$ cat src/rtl/inta_sequencer_pkg.sv
// Shared definitions for the interrupt-acknowledge sequencer.
package inta_sequencer_pkg;

  typedef enum logic [2:0] {
    IDLE = 3'd0,
    ACK1 = 3'd1,
    GAP  = 3'd2,
    ACK2 = 3'd3,
    HOLD = 3'd4,
    EOI  = 3'd5
  } seq_state_t;

  // Non-specific EOI command word (OCW2)
  localparam logic [7:0] OCW2_NS_EOI = 8'h20;

  // PIC strobes are active-low
  localparam logic INTA_ACTIVE = 1'b0;
  localparam logic WR_ACTIVE   = 1'b0;

  function automatic int max3(input int a, input int b, input int c);
    int m;
    m = (a > b) ? a : b;
    return (m > c) ? m : c;
  endfunction

endpackage

$ cat src/rtl/inta_sequencer_if.sv
// Core / PIC facing signals of the interrupt-acknowledge sequencer.
interface inta_sequencer_if;
  logic       INT;
  logic       int_enable;
  logic [7:0] data_in;
  logic       vec_ack;
  logic       eoi_req;
  logic       INTA;
  logic       WR;
  logic       A0;
  logic [7:0] data_out;
  logic       data_oe;
  logic [7:0] vector;
  logic       vec_valid;
  logic       busy;

  // sequencer side
  modport master (
    input  INT, int_enable, data_in, vec_ack, eoi_req,
    output INTA, WR, A0, data_out, data_oe, vector, vec_valid, busy
  );

  // core / PIC side
  modport slave (
    output INT, int_enable, data_in, vec_ack, eoi_req,
    input  INTA, WR, A0, data_out, data_oe, vector, vec_valid, busy
  );
endinterface

$ cat src/rtl/inta_sequencer_sync2.sv
// Two-flop synchronizer for the asynchronous INT pin.
module inta_sequencer_sync2 (
  input  logic clk,
  input  logic rst,
  input  logic d,
  output logic q
);
  logic meta;

  // shift the raw input through two flops
  always_ff @(posedge clk or posedge rst) begin
    if (rst) begin
      meta <= 1'b0;
      q    <= 1'b0;
    end else begin
      meta <= d;
      q    <= meta;
    end
  end
endmodule

$ cat src/rtl/inta_sequencer.sv
// CPU-side 8259 INTA two-pulse sequencer with non-specific EOI write.
module inta_sequencer
  import inta_sequencer_pkg::*;
#(
  parameter int PULSE_CYCLES = 3,
  parameter int GAP_CYCLES   = 2,
  parameter int WR_CYCLES    = 2
) (
  input  logic             clk,
  input  logic             reset,
  inta_sequencer_if.master bus
);
  localparam int CW = $clog2(max3(PULSE_CYCLES, GAP_CYCLES, WR_CYCLES + 2)) + 1;
  localparam logic [CW-1:0] ONE      = CW'(1);
  localparam logic [CW-1:0] PULSE_LD = CW'(PULSE_CYCLES - 1);
  localparam logic [CW-1:0] GAP_LD   = CW'(GAP_CYCLES - 1);
  // EOI counts down WR_CYCLES+1 .. 0; WR is low for counts WR_CYCLES .. 1
  localparam logic [CW-1:0] EOI_LD   = CW'(WR_CYCLES + 1);
  localparam logic [CW-1:0] WR_HI    = CW'(WR_CYCLES);

  seq_state_t    state, state_nx;
  logic [CW-1:0] cnt, cnt_nx;
  logic          int_s;
  logic          eoi_pend;
  logic          eoi_go, int_go, capture;
  logic          inta_q, wr_q, oe_q, vv_q;
  logic [7:0]    dout_q, vec_q;

  inta_sequencer_sync2 u_sync (.clk(clk), .rst(reset), .d(bus.INT), .q(int_s));

  assign eoi_go  = (state == IDLE) && (bus.eoi_req || eoi_pend);
  assign int_go  = int_s && bus.int_enable && !vv_q;
  assign capture = (state == ACK2) && (cnt == '0);

  // next state and counter; the counter reloads on every state entry
  always_comb begin
    state_nx = state;
    cnt_nx   = cnt;
    case (state)
      IDLE: begin
        if (eoi_go) begin
          state_nx = EOI;
          cnt_nx   = EOI_LD;
        end else if (int_go) begin
          state_nx = ACK1;
          cnt_nx   = PULSE_LD;
        end
      end
      ACK1: begin
        if (cnt == '0) begin
          state_nx = GAP;
          cnt_nx   = GAP_LD;
        end else cnt_nx = cnt - ONE;
      end
      GAP: begin
        // INT is not re-examined here: once started, the pair always completes
        if (cnt == '0) begin
          state_nx = ACK2;
          cnt_nx   = PULSE_LD;
        end else cnt_nx = cnt - ONE;
      end
      ACK2: begin
        if (cnt == '0) begin
          state_nx = HOLD;
          cnt_nx   = '0;
        end else cnt_nx = cnt - ONE;
      end
      HOLD: state_nx = IDLE;
      EOI: begin
        if (cnt == '0) state_nx = IDLE;
        else cnt_nx = cnt - ONE;
      end
      default: begin
        state_nx = IDLE;
        cnt_nx   = '0;
      end
    endcase
  end

  // state and counter registers
  always_ff @(posedge clk or posedge reset) begin
    if (reset) begin
      state <= IDLE;
      cnt   <= '0;
    end else begin
      state <= state_nx;
      cnt   <= cnt_nx;
    end
  end

  // strobes are registered from the next state so they change only on clock edges
  always_ff @(posedge clk or posedge reset) begin
    if (reset) begin
      inta_q <= ~INTA_ACTIVE;
      wr_q   <= ~WR_ACTIVE;
      oe_q   <= 1'b0;
      dout_q <= 8'h00;
    end else begin
      inta_q <= (state_nx == ACK1 || state_nx == ACK2) ? INTA_ACTIVE : ~INTA_ACTIVE;
      wr_q   <= (state_nx == EOI && cnt_nx >= ONE && cnt_nx <= WR_HI) ? WR_ACTIVE : ~WR_ACTIVE;
      oe_q   <= (state_nx == EOI);
      dout_q <= (state_nx == EOI) ? OCW2_NS_EOI : 8'h00;
    end
  end

  // vector capture on the last ACK2 cycle; a coincident vec_ack loses
  always_ff @(posedge clk or posedge reset) begin
    if (reset) begin
      vec_q <= 8'h00;
      vv_q  <= 1'b0;
    end else if (capture) begin
      vec_q <= bus.data_in;
      vv_q  <= 1'b1;
    end else if (bus.vec_ack) begin
      vv_q  <= 1'b0;
    end
  end

  // one-deep EOI request latch; repeats while pending merge into one
  always_ff @(posedge clk or posedge reset) begin
    if (reset)                 eoi_pend <= 1'b0;
    else if (eoi_go)           eoi_pend <= 1'b0;
    else if (bus.eoi_req)      eoi_pend <= 1'b1;
  end

  assign bus.INTA      = inta_q;
  assign bus.WR        = wr_q;
  assign bus.A0        = 1'b0;
  assign bus.data_out  = dout_q;
  assign bus.data_oe   = oe_q;
  assign bus.vector    = vec_q;
  assign bus.vec_valid = vv_q;
  assign bus.busy      = (state != IDLE);
endmodule

$ cat src/flat_wrapper.sv
// flat-port wrapper written by rule: the top's interface ports become plain ports
module inta_sequencer_flat import inta_sequencer_pkg::*;
#(
  parameter int PULSE_CYCLES = 3,
  parameter int GAP_CYCLES   = 2,
  parameter int WR_CYCLES    = 2
)
  (clk, reset, bus_INT, bus_int_enable, bus_data_in, bus_vec_ack, bus_eoi_req, bus_INTA, bus_WR, bus_A0, bus_data_out, bus_data_oe, bus_vector, bus_vec_valid, bus_busy);
  inta_sequencer_if bus_i ();
  input  logic clk;
  input  logic reset;
  input wire logic [$bits(bus_i.INT)-1:0] bus_INT;
  input wire logic [$bits(bus_i.int_enable)-1:0] bus_int_enable;
  input wire logic [$bits(bus_i.data_in)-1:0] bus_data_in;
  input wire logic [$bits(bus_i.vec_ack)-1:0] bus_vec_ack;
  input wire logic [$bits(bus_i.eoi_req)-1:0] bus_eoi_req;
  output wire logic [$bits(bus_i.INTA)-1:0] bus_INTA;
  output wire logic [$bits(bus_i.WR)-1:0] bus_WR;
  output wire logic [$bits(bus_i.A0)-1:0] bus_A0;
  output wire logic [$bits(bus_i.data_out)-1:0] bus_data_out;
  output wire logic [$bits(bus_i.data_oe)-1:0] bus_data_oe;
  output wire logic [$bits(bus_i.vector)-1:0] bus_vector;
  output wire logic [$bits(bus_i.vec_valid)-1:0] bus_vec_valid;
  output wire logic [$bits(bus_i.busy)-1:0] bus_busy;
  assign bus_i.INT = bus_INT;
  assign bus_i.int_enable = bus_int_enable;
  assign bus_i.data_in = bus_data_in;
  assign bus_i.vec_ack = bus_vec_ack;
  assign bus_i.eoi_req = bus_eoi_req;
  assign bus_INTA = bus_i.INTA;
  assign bus_WR = bus_i.WR;
  assign bus_A0 = bus_i.A0;
  assign bus_data_out = bus_i.data_out;
  assign bus_data_oe = bus_i.data_oe;
  assign bus_vector = bus_i.vector;
  assign bus_vec_valid = bus_i.vec_valid;
  assign bus_busy = bus_i.busy;
  inta_sequencer #(.PULSE_CYCLES(PULSE_CYCLES), .GAP_CYCLES(GAP_CYCLES), .WR_CYCLES(WR_CYCLES)) u_core (.clk(clk), .reset(reset), .bus(bus_i));
endmodule
$ cat config.mk
export PLATFORM = sky130hd
export DESIGN_NAME = inta_sequencer_flat
export DESIGN_NICKNAME = d
export VERILOG_FILES = /design/src/rtl/inta_sequencer_pkg.sv /design/src/rtl/inta_sequencer_if.sv /design/src/rtl/inta_sequencer_sync2.sv /design/src/rtl/inta_sequencer.sv /design/src/flat_wrapper.sv
export SDC_FILE = /design/constraint.sdc
export NUM_CORES = 1
export LEC_CHECK = 0
export ABC_CLOCK_PERIOD_IN_PS = 2900
export CORE_ASPECT_RATIO = 0.7
export CORE_MARGIN = 1
export CORE_UTILIZATION = 49
export DETAILED_ROUTE_END_ITERATION = 8
export PLACE_DENSITY = 0.9
export SETUP_SLACK_MARGIN = 0.5
export SYNTH_ARGS = -nofsm -noshare
export SYNTH_HDL_FRONTEND = slang
export SYNTH_SLANG_ARGS = --single-unit
$ cat constraint.sdc
create_clock -name clk -period 2.9 [get_ports clk]
set_input_delay 0.58 -clock clk [delete_from_list [all_inputs] [get_ports clk]]
set_output_delay 0.58 -clock clk [all_outputs]
set_load 0.05 [all_outputs]
* Word level (Yosys, flattened, before mapping)
Index checks and enable logic that the tools add are counted.
Word-level totals: bits in latches 0, bits in registers 29, memory bits (read-only) 0, bits of input ports 14, memories kept 0, logic and storage cells 57, output and inout port bits 22, RAM bits 0
Operators by class: muxes and demuxes 21, eq/ne operators 8, bitwise gates (word level) 0, shift operators 0, multipliers 0, div/mod/pow operators 0, reduce and logical (&&, ||, !) cells 14, $lt $le $gt $ge 2, add/subtract/negate cells 1
Operators by type and width (number):
- 3-bit 2-to-1 mux | 12
- 3-bit one-hot mux with 6 select lines | 1
- 3-bit one-hot mux with 5 select lines | 1
- 3-bit by 2-bit equality test with 1-bit output (second input constant) | 3
- 3-bit equality test (second input constant) | 3
- 3-bit by 1-bit equality test with 1-bit output (second input constant) | 2
- 1-bit logical AND | 6
- 3-bit zero test | 2
- 1-bit 2-to-1 mux | 6
- 6-bit 2-to-1 mux | 1
- 2-bit nonzero test | 2
- 3-bit by 1-bit greater-or-equal comparator with 1-bit output (second input constant) | 1
- 3-bit by 2-bit <= comparator with 1-bit output (second input constant) | 1
- 3-bit nonzero test | 1
- 3-bit by 1-bit subtractor with 3-bit output (second input constant) | 1
- 1-bit logical OR | 2
- 1-bit zero test | 1

* Longest topological paths before layout
Gate-level depths: netlist of the first run.
depth in word-level cells 9, mapped depth 10

* Modules after synthesis
A second synthesis of the first run with hierarchy kept.
Unflattened totals: cells, all modules 101, area, all modules 1141.1 µm²
Modules (own cells, without submodules):
- inta_sequencer | cells each 98, area each 1087.3 µm², times used 1
- inta_sequencer_sync2 | cells each 3, area each 53.8 µm², times used 1

* Least setup slack after synthesis of the first run
No wires, ideal clock.
kind register to register, from register u_core.cnt[1], to register u_core.wr_q (netlist: u_core.bus.WR), stages on the path, launching flop included 11, period minus slack after synthesis 1.874 ns, arrival time 1.789 ns, setup slack 1.026 ns, library setup time 0.085 ns, cells stage by stage dfrtp_1 -> inv_1 -> ha_1 -> nand2b_1 -> buf_4 -> ha_1 -> inv_1 -> a32oi_1 -> o311ai_4 -> xnor2_1 -> nand3b_1
Between the ends: cells in the longest elaborated chain, start to end 7
RTL lines:
- start, declared | RTL line inta_sequencer.sv:22 | logic [CW-1:0] cnt, cnt_nx;
- start signal, assigned | RTL line inta_sequencer.sv:87 | cnt <= cnt_nx;
- 3-bit zero test (*)
- 3-bit 2-to-1 mux (on tied branches)
- 3-bit one-hot mux with 6 select lines (*) | RTL line inta_sequencer.sv:39 | case (state)
- via u_core.cnt_nx[0] | RTL line inta_sequencer.sv:22
- 3-bit by 1-bit greater-or-equal comparator with 1-bit output | RTL line inta_sequencer.sv:100 | wr_q <= (state_nx == EOI && cnt_nx >= ONE && cnt_nx <= WR_HI) ? WR_ACTIVE : ~WR_ACTIVE;
- 1-bit logical AND | RTL line inta_sequencer.sv:100
- 1-bit logical AND (*) | RTL line inta_sequencer.sv:100
- 1-bit 2-to-1 mux (*) | RTL line inta_sequencer.sv:100
- end signal, assigned | RTL line inta_sequencer.sv:95 | wr_q <= ~WR_ACTIVE;
- end signal, assigned | RTL line inta_sequencer.sv:100
- end, declared | RTL line inta_sequencer.sv:26 | logic inta_q, wr_q, oe_q, vv_q;
Mark *: on every way through the listed nets, which the timed path passes. The rest lies on a longest branch. A chain may end at the register's enable or synchronous reset.

* Worst setup path after layout of the first run
from register u_core.state[1], to output port bus_busy
Between the ends: cells in the longest elaborated chain, start to end 1
RTL lines:
- start, declared | RTL line inta_sequencer.sv:21 | seq_state_t state, state_nx;
- start signal, assigned | RTL line inta_sequencer.sv:86 | state <= state_nx;
- 3-bit nonzero test | RTL line inta_sequencer.sv:133 | assign bus.busy = (state != IDLE);
- end, declared | RTL line flat_wrapper.sv:24 | output wire logic [$bits(bus_i.busy)-1:0] bus_busy;
No other way between the ends.

==> impl_metrics.ini, run 1 <==
[clock_tree]
cts-root-buf = clkbuf_4
post_cts_clock_slew_at_the_launch_and_capture_registers_of_the_worst_setup_and_hold_paths_ns = 0.10
postCtsSetupBuffers = 0
cts_hold_buf = 0
h-tree-depth = 1
insertion_delay_ns = 0.29
cts_buf_count = 3
cts_tree = yes
clockBufferDepth = 2
tritoncts_num_sinks = 21

[route]
detail_route.first_pass.iterations = 4
count_of_unresolved_drc_violations_after_routing = 0
drt-total-wl_um = 2180
first_iter_violations = 24
ant_nets = 0
routed_wire_length_per_instance_um = 14.0
avgViaCountPerCell = 5.11
via_count = 792

[critical_path]
worst-path-max-fanout = 12
worstSetupEndpointType = primary output
timing.critical_path.slowest_stage_cell = dfrtp_1
critical_path.max_stage_delay_ns = 0.56
cp.required_ns = 2.32
reg2reg_from = u_core.cnt[0]
cp_data_arrival_time_ns = 1.73
reg2reg_depth = 9
critical_path.cell_chain = or3_1, dlygate4sd2_1
timing.setup.critical_path_class = reg -> out
timing.critical_path.from_type = flop
setup_slack_of_the_most_critical_reg_to_reg_path_ns = 0.80
crit-reg2reg-capture = u_core.bus.WR

[power_and_ir_drop]
switching_share_pct = 47.6
finalPower_mw = 1.66
internal_power_mw = 0.870
share_of_power_burned_in_the_clock_network_pct = 8.0
power.combinational.fraction_pct = 60.5
pwr_density_cell_nw_per_um2 = 1180
seq_power_share_pct = 31.6
leakage_power_nw = 0.609
worst_ir_drop_vdd_uv = 651
total_switching_power_mw = 0.790

[flow_run]
max-cap-violations = 0

[placement]
port-buffer-count = 27
placedInstanceArea_um2 = 1380
dp.final_hpwl_um = 1740
gpl.final_weighted_congestion = 0.829

[timing]
tns_ns = 0
max_slew_margin_pct = 50.1
tightestPinTransition_ns = 0.748
count_of_final_setup_violators = 0
final_period_minus_worst_setup_slack_ns = 2.31
finalCritPeriodShare_pct = 79.8
setup_repair_after_global_routing_missed_its_margin = false
timing.fmax_mhz = 432
hold_viol_final = 0
drv_slew = 0
worst_clock_skew_ns = 0.00141

[synthesis]
postSynthRegisterBits = 21
yosys_warnings = 0
synthesis.area_um2 = 1150
synth_cell_type_count = 37
yosys-top-cells-count = dfrtp_1 (19), buf_4 (13), mux2_1 (8), inv_1 (5), nor2_1 (5)
cells_after_synth = 99
synth_largest_area_cell = dfrtp_1
netlist_top_cells_area = dfrtp_1 (41%), buf_4 (8.5%), mux2_1 (7.8%), dfstp_2 (4.6%), ha_1 (4.4%)
leading_cell_type_by_number_of_instances_after_synthesis = dfrtp_1
async_flop_share_pct = 100
postSynth.topFlopCell = dfrtp_1
netlist.area_leader.share_pct = 41.3
synth_area_per_cell_um2 = 11.6
number_of_synthesized_flops_with_an_enable_pin = 0
synth-seq-area-share_pct = 45.9

[floorplan]
floorplan.die.width_um = 59.9
core_area_um2 = 2190
floorplan.initialDensity_pct = 52.5
num_rows = 14
io-pin-count = 36
die_h_um = 42.5
design.die.area_um2 = 2550

[layout]
final_design_area_no_fill_um2 = 1400
antenna_cells = 0
post_route_cells_drive_above_1_share_pct = 13.8
finish.net_count = 142
fill_cells = 180
utilization_pct = 64.1
areaGrowthSynthToFinish_pct = 22.1

[worst_hold_path]
min_path_type = reg -> reg
holdCritStartpoint = u_core.u_sync.meta
min_delay_path_depth = 0
hold_path_end = u_core.u_sync.q

[grt]
grt_antenna_before_repair = 0
globalRouteOverflowTotal = 0
pin_count_of_the_biggest_net_entering_global_routing = 22
grt_first_pass_wirelength_um = 3640
first_global_vias = 765
gr-usage-all-layers_pct = 19.9

[outcome]
run_status = complete, no violations
## worst max-delay path: cells and delay by family, from the launching register on
kind / cells / cell delay, ns
buffers and inverters: 1 / 0.44
flip-flops: 1 / 0.56
AND/OR/NAND/NOR: 1 / 0.44
## layout by cell type (no fill, tap or decap), drive strengths merged, types with 2 or more instances in the layout
cell,count
nor3b,2
xnor2,2
mux2,9
a21oi,5
o21ai,3
clkdlybuf4s50,26
nor2,5
a221oi,2
dfstp,2
nand3,3
nand2b,2
inv,5
ha,4
conb,8
dfrtp,19
clkbuf,4
nand2,4
a22oi,2
nor2b,2
## power by group through the flow
stage          Combinational, mW  Sequential, mW  Clock [mW]
2_1_floorplan              0.621           0.693           0
3_3_place_gp               0.988           0.517           0
3_5_place_dp                1.01           0.528           0
4_1_cts                     1.01           0.522       0.139
5_1_grt                     1.08           0.540       0.150
6_report                    1.00           0.524       0.132
## sequential cells by signal, summed over array words and instances, names as in the netlist
| signal | cells |
|---|---|
| u_core.bus.vector | 8 |
| u_core.cnt | 3 |
| u_core.state | 3 |
| u_core.bus.INTA | 1 |
| u_core.bus.WR | 1 |
| u_core.bus.data_out | 1 |
| u_core.bus.vec_valid | 1 |
| u_core.eoi_pend | 1 |
| u_core.u_sync.meta | 1 |
| u_core.u_sync.q | 1 |
## cell type report
| type | count | area, um2 | area share, % |
|---|---|---|---|
| clock buffers | 4 | 26.3 | 1.87 |
| well taps | 32 | 40.0 | 2.85 |
| repair buffers | 27 | 269 | 19.2 |
| flip-flops and latches | 21 | 529 | 37.7 |
| inverters | 5 | 18.8 | 1.34 |
| multi-input cells | 66 | 520 | 37.1 |
## cells by family (layout without fill, tap and decap cells)
kind of cell	after synthesis	after routing	share of synthesized area (%)
adder cells (fa/ha/maj)	4	4	4.35
multiplexers	9	9	8.81
other	1	8	0.326
AO/OA/AOI/OAI	18	18	13.9
AND/OR/NAND/NOR	25	25	14.0
flip-flops	21	21	45.9
XOR/XNOR	2	2	1.52
buffers and inverters	19	36	11.1
## metrics by stage
step / hold slack (ns) / cells / setup slack [ns]
after floorplan: 0.331 / 106 / 1.03
after global placement: 0.348 / 151 / 0.635
after detailed placement: 0.346 / 151 / 0.595
after CTS: 0.370 / 155 / 0.534
after global routing: 0.382 / 155 / 0.505
final: 0.371 / 155 / 0.587
## worst max-delay path by stage
stage | to | slack [ns] | cells past startpoint | startpoint
finish | bus_busy | 0.59 | 2 | u_core.state[1]
floorplan | u_core.bus.WR | 1.03 | 10 | u_core.cnt[1]
detailed placement | bus_busy | 0.60 | 2 | u_core.state[2]
global route | bus_busy | 0.51 | 2 | u_core.state[1]
global placement | bus_busy | 0.63 | 2 | u_core.state[2]
CTS | bus_busy | 0.53 | 2 | u_core.state[2]
## repair_timing
item | 4_1_cts | 5_1_grt
hold endpoints to repair | 0 | 0
setup endpoints to repair | 1 | 1
resized for setup | 1 | 1
## layer usage
layer	track usage (%)	vias up	wire (um)
met5	0	-	0
met2	32.0	27	1100
met1	27.4	386	973
li1	-	377	-
met3	5.56	2	98
met4	2.79	0	6
Power figures use the tool's default switching activity.
==> run 2, diff against run 1 <==
ABC_CLOCK_PERIOD_IN_PS = 2400   (was 2900)
CORE_UTILIZATION = 45   (was 49)
PLACE_DENSITY = 0.84   (was 0.9)
clock period = 2.4 ns   (was 2.9 ns; I/O delays follow)
==> run 2 against run 1 <==
  * Power rose by 27%
  * Sequential cell count is the same
  * Via count is 3.8% higher
  * Sequential share of layout area fell by 1.7 points
  * Global-route usage decreased by 2.0 points
  * Worst hold slack is essentially flat
  * Routed wire length up 3.3%
  * Final cell count grew 5.2%
  * Largest power group unchanged
  * Highest routed layer unchanged
==> impl_metrics.ini, run 2 (synthesis results as in run 1) <==
[outcome]
run_status = complete, no violations

[timing]
setup_repair_after_global_routing_missed_its_margin = false
final_period_minus_worst_setup_slack_ns = 1.84
finalCritPeriodShare_pct = 76.8
timing.fmax_mhz = 543
hold_viol_final = 0
count_of_final_setup_violators = 0
drv_slew = 0
worst_path_setup_slack_after_routing_ns = 0.558
tns_ns = 0
tightestPinTransition_ns = 0.509
worst_clock_skew_ns = 0.00444
max_slew_margin_pct = 66.2

[clock_tree]
cts_buf_count = 3
clockBufferDepth = 2
tritoncts_num_sinks = 21
insertion_delay_ns = 0.30
cts-root-buf = clkbuf_4
post_cts_clock_slew_at_the_launch_and_capture_registers_of_the_worst_setup_and_hold_paths_ns = 0.11
h-tree-depth = 1
cts_tree = yes

[power_and_ir_drop]
pwr_density_cell_nw_per_um2 = 1420
worst_ir_drop_vdd_uv = 628
switching_share_pct = 47.8
finalPower_mw = 2.10
share_of_power_burned_in_the_clock_network_pct = 7.9
total_switching_power_mw = 1.01
power.combinational.fraction_pct = 64.9
leakage_power_nw = 0.686
seq_power_share_pct = 27.1
internal_power_mw = 1.10

[layout]
layout_commonest_cell = dfrtp_1
utilization_pct = 64.8
final_design_area_no_fill_um2 = 1480
flip_flop_count_of_the_largest_register_all_copies_and_words_added = 8
post_route_cells_drive_above_1_share_pct = 25.2
finish.net_count = 150
antenna_cells = 0
areaGrowthSynthToFinish_pct = 28.4
top_library_cells_by_usage_in_the_layout_fill_and_taps_aside = dfrtp_1 (16), clkdlybuf4s50_1 (13), dlygate4sd2_1 (13)

[grt]
globalRouteOverflowTotal = 0
grt_first_pass_wirelength_um = 3770
groute.layer.met1.usage_pct = 23.1
grt_antenna_before_repair = 0
pin_count_of_the_biggest_net_entering_global_routing = 22
globalRouteMet2Util_pct = 31.5
busiest_layer = met2
grt.met3_usage_pct = 4.64
first_global_vias = 786
gr-usage-all-layers_pct = 17.9

[floorplan]
floorplan.die.width_um = 62.4
num_rows = 14
floorplan.initialDensity_pct = 50.5
design.die.area_um2 = 2760
core_area_um2 = 2280
io-pin-count = 36
die_h_um = 44.3

[critical_path]
worstSetupEndpointType = primary output
timing.setup.critical_path_class = reg -> out
critical_path.cell_chain = dlygate4sd2_1
critical_path.max_stage_delay_ns = 0.53
cp.required_ns = 1.92
timing.critical_path.from_type = flop
worstPathBufferInverterCount = 1
cp_data_arrival_time_ns = 1.36
timing.critical_path.max_delay_family = flip-flops
timing.critical_path.slowest_stage_cell = dfstp_2
worst-path-max-fanout = 1
setup_slack_of_the_most_critical_reg_to_reg_path_ns = 0.60

[route]
count_of_unresolved_drc_violations_after_routing = 0
detail_route.first_pass.iterations = 4
drt-total-wl_um = 2250
first_iter_violations = 11
routed_wire_length_per_instance_um = 13.8
via_count = 822
ant_nets = 0
avgViaCountPerCell = 5.04

[placement]
placedInstanceArea_um2 = 1380
place_worst_setup_slack_ns = 0.305
dp.final_hpwl_um = 1620
gpl.final_weighted_congestion = 0.847
port-buffer-count = 27

[flow_run]
max-cap-violations = 0

[worst_hold_path]
min_path_type = reg -> reg
==> run 2: worst paths after layout <==
| path | startpoint | cells past startpoint | endpoint |
|---|---|---|---|
| max | u_core.bus.INTA | 1 | bus_INTA |
| max reg2reg | u_core.cnt[1] | 8 | u_core.bus.WR |
| max in group asynchronous | reset | 3 | u_core.bus.INTA |
| min | u_core.u_sync.meta | 0 | u_core.u_sync.q |
| min in group asynchronous | reset | 3 | u_core.cnt[2] |
| min reg2reg | u_core.u_sync.meta | 0 | u_core.u_sync.q |
==> run 2: final cells by class <==
cell class | instances | area, um2
Clock buffer | 4 | 26.3
Fill cell | 192 | 801
Inverter | 5 | 18.8
Multi-Input combinational cell | 66 | 548
Sequential cell | 21 | 532
Tap cell | 32 | 40.0
Timing Repair Buffer | 35 | 312
==> run 2: power by group through the flow <==
stage,Sequential [mW],Combinational (mW),Clock (mW)
6_report,0.571,1.37,0.167
5_1_grt,0.590,1.46,0.188
4_1_cts,0.584,1.28,0.172
3_5_place_dp,0.643,1.21,0
3_3_place_gp,0.629,1.18,0
2_1_floorplan,0.838,0.750,0
==> run 2: per-stage QoR <==
step / hold slack [ns] / std cells
finish: 0.371 / 163
global route: 0.387 / 163
CTS: 0.371 / 159
detailed placement: 0.347 / 152
global placement: 0.340 / 152
floorplan: 0.331 / 106
==> run 2: timing repair <==
| action | 4_1_cts | 5_1_grt |
|---|---|---|
| pin swaps | 0 | 2 |
| endpoints found under the setup margin | 16 | 2 |
| buffers inserted | 3 | 4 |
| resized for setup | 21 | 2 |
| cloned | 0 | 0 |
| hold buffers | 0 | 0 |
==> run 2: metal layers <==
metal  vias to the layer above  routed length [um]
met5                         -                   0
met4                         0                  12
met3                         2                 120
met2                        33                1090
met1                       395                1030
li1                        392                   -
